### src/rtl/if_fetch_unit_if.sv
// IF-stage bus bundle: ROM port, IF/ID outputs and stall/redirect controls.
//   master : fetch unit side (drives imem_addr/imem_en and the IF/ID outputs)
//   slave  : environment side (ROM, IF/ID register, hazard/branch logic)
interface if_fetch_unit_if #(
  parameter int unsigned ADDR_W = 7,
  parameter int unsigned DATA_W = 32
);
  logic              stall;
  logic              branch_taken;
  logic [ADDR_W-1:0] branch_target;
  logic [ADDR_W-1:0] imem_addr;
  logic              imem_en;
  logic [DATA_W-1:0] imem_data;
  logic [DATA_W-1:0] Instruction;
  logic [ADDR_W-1:0] InstructionDir;
  logic              inst_valid;
  logic [15:0]       fetch_count;

  modport master (
    input  stall, branch_taken, branch_target, imem_data,
    output imem_addr, imem_en, Instruction, InstructionDir, inst_valid, fetch_count
  );

  modport slave (
    output stall, branch_taken, branch_target, imem_data,
    input  imem_addr, imem_en, Instruction, InstructionDir, inst_valid, fetch_count
  );
endinterface

### src/rtl/if_fetch_unit.sv
// Instruction-fetch stage feeding the IF/ID register.
// Keeps the PC, drives a synchronous 1-cycle-latency instruction ROM, and
// presents Instruction/InstructionDir/inst_valid every cycle. Handles decode
// stalls (PC and ROM output frozen) and branch redirects (current output
// squashed, target fetched the same cycle, one-bubble penalty).
// Ports:
//   clk  rising-edge clock
//   rst  synchronous active-high reset
//   bus  if_fetch_unit_if.master: stall, branch_taken, branch_target,
//        imem_addr, imem_en, imem_data, Instruction, InstructionDir,
//        inst_valid, fetch_count
module if_fetch_unit #(
  parameter int unsigned          ADDR_W    = 7,
  parameter int unsigned          DATA_W    = 32,
  parameter logic [ADDR_W-1:0]    RESET_PC  = '0,
  parameter logic [DATA_W-1:0]    NOP_INSTR = '0
) (
  input  logic           clk,
  input  logic           rst,
  if_fetch_unit_if.master bus
);

  typedef enum logic [1:0] {BOOT, RUN, HOLD} state_t;

  state_t            state_q, state_d;
  logic [ADDR_W-1:0] pc_q, pc_d;
  logic [ADDR_W-1:0] f_pc_q, f_pc_d;
  logic              f_valid_q, f_valid_d;
  logic [15:0]       fetch_count_q, fetch_count_d;
  logic              out_valid;

  always_ff @(posedge clk) begin
    if (rst) begin
      state_q       <= BOOT;
      pc_q          <= RESET_PC;
      f_pc_q        <= RESET_PC;
      f_valid_q     <= 1'b0;
      fetch_count_q <= '0;
    end else begin
      state_q       <= state_d;
      pc_q          <= pc_d;
      f_pc_q        <= f_pc_d;
      f_valid_q     <= f_valid_d;
      fetch_count_q <= fetch_count_d;
    end
  end

  always_comb begin
    state_d       = state_q;
    pc_d          = pc_q;
    f_pc_d        = f_pc_q;
    f_valid_d     = f_valid_q;
    fetch_count_d = fetch_count_q;
    // A redirect squashes whatever is presented this cycle.
    out_valid     = f_valid_q & ~bus.branch_taken;

    if (bus.branch_taken) begin
      // Redirect wins over stall: the target is fetched now, so next cycle
      // presents it and the cycle after that presents target+1.
      pc_d      = bus.branch_target + ADDR_W'(1);
      f_pc_d    = bus.branch_target;
      f_valid_d = 1'b1;
      state_d   = RUN;
    end else if (bus.stall) begin
      // ROM is disabled while stalled, so its output (and ours) holds.
      if (state_q != BOOT) state_d = HOLD;
    end else begin
      pc_d      = pc_q + ADDR_W'(1);
      f_pc_d    = pc_q;
      f_valid_d = 1'b1;
      state_d   = RUN;
    end

    if (out_valid && !bus.stall) fetch_count_d = fetch_count_q + 16'd1;
  end

  assign bus.imem_addr      = bus.branch_taken ? bus.branch_target : pc_q;
  assign bus.imem_en        = bus.branch_taken | ~bus.stall;
  assign bus.Instruction    = out_valid ? bus.imem_data : NOP_INSTR;
  assign bus.InstructionDir = f_pc_q;
  assign bus.inst_valid     = out_valid;
  assign bus.fetch_count    = fetch_count_q;

endmodule

### src/flat_wrapper.sv
// flat-port wrapper written by rule: the top's interface ports become plain ports
module if_fetch_unit_flat 
#(
  parameter int unsigned          ADDR_W    = 7,
  parameter int unsigned          DATA_W    = 32,
  parameter logic [ADDR_W-1:0]    RESET_PC  = '0,
  parameter logic [DATA_W-1:0]    NOP_INSTR = '0
)
  (clk, rst, bus_stall, bus_branch_taken, bus_branch_target, bus_imem_data, bus_imem_addr, bus_imem_en, bus_Instruction, bus_InstructionDir, bus_inst_valid, bus_fetch_count);
  if_fetch_unit_if #(.ADDR_W(ADDR_W), .DATA_W(DATA_W)) bus_i ();
  input  logic clk;
  input  logic rst;
  input wire logic [$bits(bus_i.stall)-1:0] bus_stall;
  input wire logic [$bits(bus_i.branch_taken)-1:0] bus_branch_taken;
  input wire logic [$bits(bus_i.branch_target)-1:0] bus_branch_target;
  input wire logic [$bits(bus_i.imem_data)-1:0] bus_imem_data;
  output wire logic [$bits(bus_i.imem_addr)-1:0] bus_imem_addr;
  output wire logic [$bits(bus_i.imem_en)-1:0] bus_imem_en;
  output wire logic [$bits(bus_i.Instruction)-1:0] bus_Instruction;
  output wire logic [$bits(bus_i.InstructionDir)-1:0] bus_InstructionDir;
  output wire logic [$bits(bus_i.inst_valid)-1:0] bus_inst_valid;
  output wire logic [$bits(bus_i.fetch_count)-1:0] bus_fetch_count;
  assign bus_i.stall = bus_stall;
  assign bus_i.branch_taken = bus_branch_taken;
  assign bus_i.branch_target = bus_branch_target;
  assign bus_i.imem_data = bus_imem_data;
  assign bus_imem_addr = bus_i.imem_addr;
  assign bus_imem_en = bus_i.imem_en;
  assign bus_Instruction = bus_i.Instruction;
  assign bus_InstructionDir = bus_i.InstructionDir;
  assign bus_inst_valid = bus_i.inst_valid;
  assign bus_fetch_count = bus_i.fetch_count;
  if_fetch_unit #(.ADDR_W(ADDR_W), .DATA_W(DATA_W), .RESET_PC(RESET_PC), .NOP_INSTR(NOP_INSTR)) u_core (.clk(clk), .rst(rst), .bus(bus_i));
endmodule
### config.mk
export PLATFORM = sky130hd
export DESIGN_NAME = if_fetch_unit_flat
export DESIGN_NICKNAME = d
export VERILOG_FILES = /design/src/rtl/if_fetch_unit_if.sv /design/src/rtl/if_fetch_unit.sv /design/src/flat_wrapper.sv
export SDC_FILE = /design/constraint.sdc
export NUM_CORES = 1
export LEC_CHECK = 0
export CORE_MARGIN = 1
export CORE_UTILIZATION = 36
export CTS_CLUSTER_DIAMETER = 60
export CTS_CLUSTER_SIZE = 8
export DETAILED_ROUTE_END_ITERATION = 12
export MAX_ROUTING_LAYER = met4
export PLACE_DENSITY_LB_ADDON = 0.1
export SYNTH_ARGS = -nofsm -noshare
export SYNTH_HDL_FRONTEND = slang
export SYNTH_SLANG_ARGS = --single-unit
export TNS_END_PERCENT = 1
### constraint.sdc
create_clock -name clk -period 2.5 [get_ports clk]
set_input_delay 0.625 -clock clk [delete_from_list [all_inputs] [get_ports clk]]
set_output_delay 0.625 -clock clk [all_outputs]
set_load 0.03 [all_outputs]
* After elaboration in Yosys (flattened, before gate mapping) *
Index checks and enable logic that the tools add are counted.

storage, ports and cells
  register bits after elaboration = 31
  logic and storage cells = 22
  bits of input ports = 43
  output and inout bits = 64

operators by class
  equal/unequal tests = 1
  mux-type cells = 8
  add/sub/neg operators = 3
  reduce and logical (&&, ||, !) cells = 2
  bitwise gates (word level) = 4

operators with widths
  kind                                                                      number
  7-bit 2-to-1 mux                                                          5
  32-bit 2-to-1 mux                                                         1
  16-bit by 1-bit adder with 16-bit output (second input constant)          1
  7-bit by 1-bit adder with 7-bit output (second input constant)            2
  1-bit 2-to-1 mux                                                          2
  2-bit by 1-bit inequality test with 1-bit output (second input constant)  1
  1-bit NOT                                                                 2
  1-bit bitwise AND                                                         1
  1-bit logical AND                                                         1
  1-bit zero test                                                           1
  1-bit OR                                                                  1

* Logic depth before layout (Yosys ltp) *
  word-level depth = 3
  mapped depth = 6
  mapped depth without buffers = 6

* Worst setup path before layout *
No wires, ideal clock.

  path type = in2out
  start point = input port bus_branch_taken
  end point = output port bus_Instruction[22]
  slack = 58 ps
  required time = 1875 ps
  buffers on the path = 2
  stages on the path = 4
  arrival = 1817 ps
  path through = buf_4 > nor2b_1 > clkbuf_1 > and2_1

between the ends
  word-level cells in the longest chain between the ends = 3

ends and longest elaborated chain
  element             line                 source
  start, declared     flat_wrapper.sv:14   input wire logic [$bits(bus_i.branch_taken)-1:0] bus_branch_taken;
  1-bit NOT           if_fetch_unit.sv:55  out_valid = f_valid_q & ~bus.branch_taken;
  1-bit bitwise AND   if_fetch_unit.sv:55
  net bus_inst_valid  flat_wrapper.sv:21   output wire logic [$bits(bus_i.inst_valid)-1:0] bus_inst_valid;
  32-bit 2-to-1 mux   if_fetch_unit.sv:79  assign bus.Instruction = out_valid ? bus.imem_data : NOP_INSTR;
  end, declared       flat_wrapper.sv:19   output wire logic [$bits(bus_i.Instruction)-1:0] bus_Instruction;

The timed path passes the listed nets, and every way through them passes these cells.

* Worst setup path in the final report *
  start point = input port bus_branch_taken
  end point = output port bus_Instruction[1]

between the ends
  word-level cells in the longest chain between the ends = 3

ends and longest elaborated chain
  element            line
  1-bit NOT          if_fetch_unit.sv:55
  1-bit bitwise AND  if_fetch_unit.sv:55
  32-bit 2-to-1 mux  if_fetch_unit.sv:79

No other way between the ends.

==> out/results.tsv <==
metric	value	unit
FMAX	420.0	MHz
drt first pass iters	4	
Diodes inserted	0	
leakage power	1.275	nW
detailed-route via count	1824	
clock-pin slew on the worst setup and hold paths	0.06	ns
status	finished, final reports clean	
# nets final	376	
Startpoint Class	primary input	
ys async rst share	0	%
Die X-Extent	70.02	um
CTS max path bufs	2	
Starting Density	37.73	%
worst setup margin	0.1192	ns
number of synthesized register bits	31	
critical path endpoint category	output pin	
post-synthesis net count	249	
Worst Hold Margin	0.4557	ns
Final ANT Viol Nets	0	
total gr overflow	0	
Post-synth EDFFs	0	
top post-synthesis cells by area	dfxtp_1 37%, and2_1 12%, nor2_1 6.5%	
FF/Latch Area	620.6	sq um
final setup vio count	0	
Slew headroom	64.38	%
RSZ-0062 raised after global routing	no	
Area after DPL	0.002835	sq mm
required time worst endpoint	1.88	ns
Crit Path Class	primary input to output pin	
clock sink count	31	
residual DRC count	0	
die area	0.004902	sq mm
Mapped Area	0.001665	sq mm
area grow syn2layout	81.07	%
CTS root buf	clkbuf_8	
die extent in y	70.02	um
Clock Skews	0.003025	ns
core area	0.004414	sq mm
routed vias/inst	4.775	
Power, Total	0.001268	W
fill cell count	366	
port bufs	106	
Yosys warnings	0	
latest clock arrival within the worst-skew pair	0.28	ns
area leader, netlist	dfxtp_1	
post-synth cell types	31	
H-tree levels	2	
WL/cell	13.10	um
peak supply drop	0.0003487	V
largest fanout on the critical path	8	
GRT Util Overall	20.44	%
vias in the first global route	1635	
Tightest Hold Check Type	flip-flop to flip-flop	
worst slew pin tran	0.5332	ns
CTS Buf Count	5	
pwr dens	420.4	mW/mm^2
crit path time final	2.381	ns
Final Instance Area	0.003015	sq mm
largest net degree at the start of global routing	34	
most common cell in the synthesized netlist	and2_1	
final hold violations	0	
sequential area share after synthesis	37.27	%
Placement Setup Slack	-0.4017	ns
initial antenna violation count	0	
DR iter-0 viols	35	
Slew Viols, Final	0	
CTS Hold Bufs	0	
Post-Route WL	5003	um
Main synth FF type	dfxtp_1	
most instantiated cells after synthesis	32 x and2_1, 31 x dfxtp_1, 29 x nor2_1	
share of layout cells above drive strength 1	21.82	%
row cnt	24	
first-pass GRT wire length	7886	um
CTS tree	done	
RePlAce Congestion	0.8233	
mean post-synth cell area	8.163	sq um
io pins	107	
crit share post-route	95.23	%
Post-Syn Instances	204	
Max-Cap Viols	0	
CP arrival	1.76	ns
Synth top area share	37.27	%
dpl hpwl	3753	um
area of the multi-input gates	969.7	sq um
[report_power, final]
part	total [W]	switching [W]	internal (W)	leakage [nW]
clock network	0.000356	0.000171	0.000185	0.0371
registers	0.000529	0.0000132	0.000515	0.253
logic	0.000383	0.000188	0.000195	0.985
[critical path: stages]
cell and delay, ns:
clkbuf_2 0.12, buf_4 0.16, buf_4 0.14, nor2b_4 0.23, clkbuf_16 0.20, and2_1 0.14
buf_6 0.13
[timing repair]
item / CTS / global route
gates resized for setup: 9 / 17
setup buffers: 0 / 0
setup endpoints to repair: 43 / 27
cloned: 0 / 3
[layout make-up]
type,count,area share (%)
repair buffers,130,41.33
clock buffers,6,2.407
inverters,11,1.369
multi-input cells,152,32.16
well taps,52,2.158
flip-flops and latches,31,20.58
[state kept, by name, indices dropped and copies added (netlist names)]
register,flops
u_core.pc_q,7
u_core.f_valid_q,1
u_core.bus.fetch_count,16
u_core.bus.InstructionDir,7
[routing by layer]
metal / global-route usage (%) / part of all wire (%)
met5: - / 0
met4: 6.667 / 0.94
met3: 6.638 / 8.3
met2: 32.48 / 47
met1: 24.46 / 44
[layout by cell type (no fill, tap or decap), drive strengths merged]
| cell | count |
|---|---|
| a211oi | 7 |
| nand3 | 10 |
| xor2 | 3 |
| dlygate4sd2 | 7 |
| nor2b | 5 |
| a21oi | 5 |
| nand4bb | 1 |
| nor3b | 1 |
| nor4 | 3 |
| inv | 11 |
| o21ai | 4 |
| o31ai | 1 |
| nand2 | 11 |
| and2 | 32 |
| nor2 | 29 |
| dfxtp | 31 |
| nor3 | 5 |
| mux2i | 6 |
| nor4bb | 1 |
| nand4b | 1 |
| xnor2 | 10 |
| nand4 | 4 |
| clkbuf | 9 |
| or3 | 2 |
| or4 | 2 |
| o31a | 1 |
| clkdlybuf4s50 | 64 |
| o211ai | 1 |
| mux2 | 5 |
| buf | 56 |
| ha | 2 |
[final timing paths]
check	startpoint	endpoint	slack [ns]	cells past startpoint
setup / recovery	bus_branch_taken	bus_Instruction[1]	0.12	7
hold reg to reg	u_core.pc_q[1]	u_core.pc_q[1]	0.46	2
setup reg to reg	u_core.bus.fetch_count[0]	u_core.bus.fetch_count[12]	0.63	5
hold / removal	u_core.pc_q[1]	u_core.pc_q[1]	0.46	2
[metrics by stage]
step | utilization, % | setup TNS, ns | instances
finish | 68.31 | 0 | 382
global route | 68.31 | 0 | 382
CTS | 65.70 | 0 | 379
detailed placement | 64.23 | -11.40 | 373
global placement | 64.23 | -11.63 | 373
floorplan | - | 0 | 204
[cell families (layout without fill, tap and decap cells)]
logic type,count (synthesis),in the layout,share of synthesized area [%]
compound gates,19,19,7.288
xor+xnor,13,13,6.837
flops,31,31,37.27
simple gates,107,107,35.16
buf+inv,21,147,4.959
mux,11,11,6.987
fa+ha+maj,2,2,1.502
No activity file was read; power rests on OpenSTA's default activity.
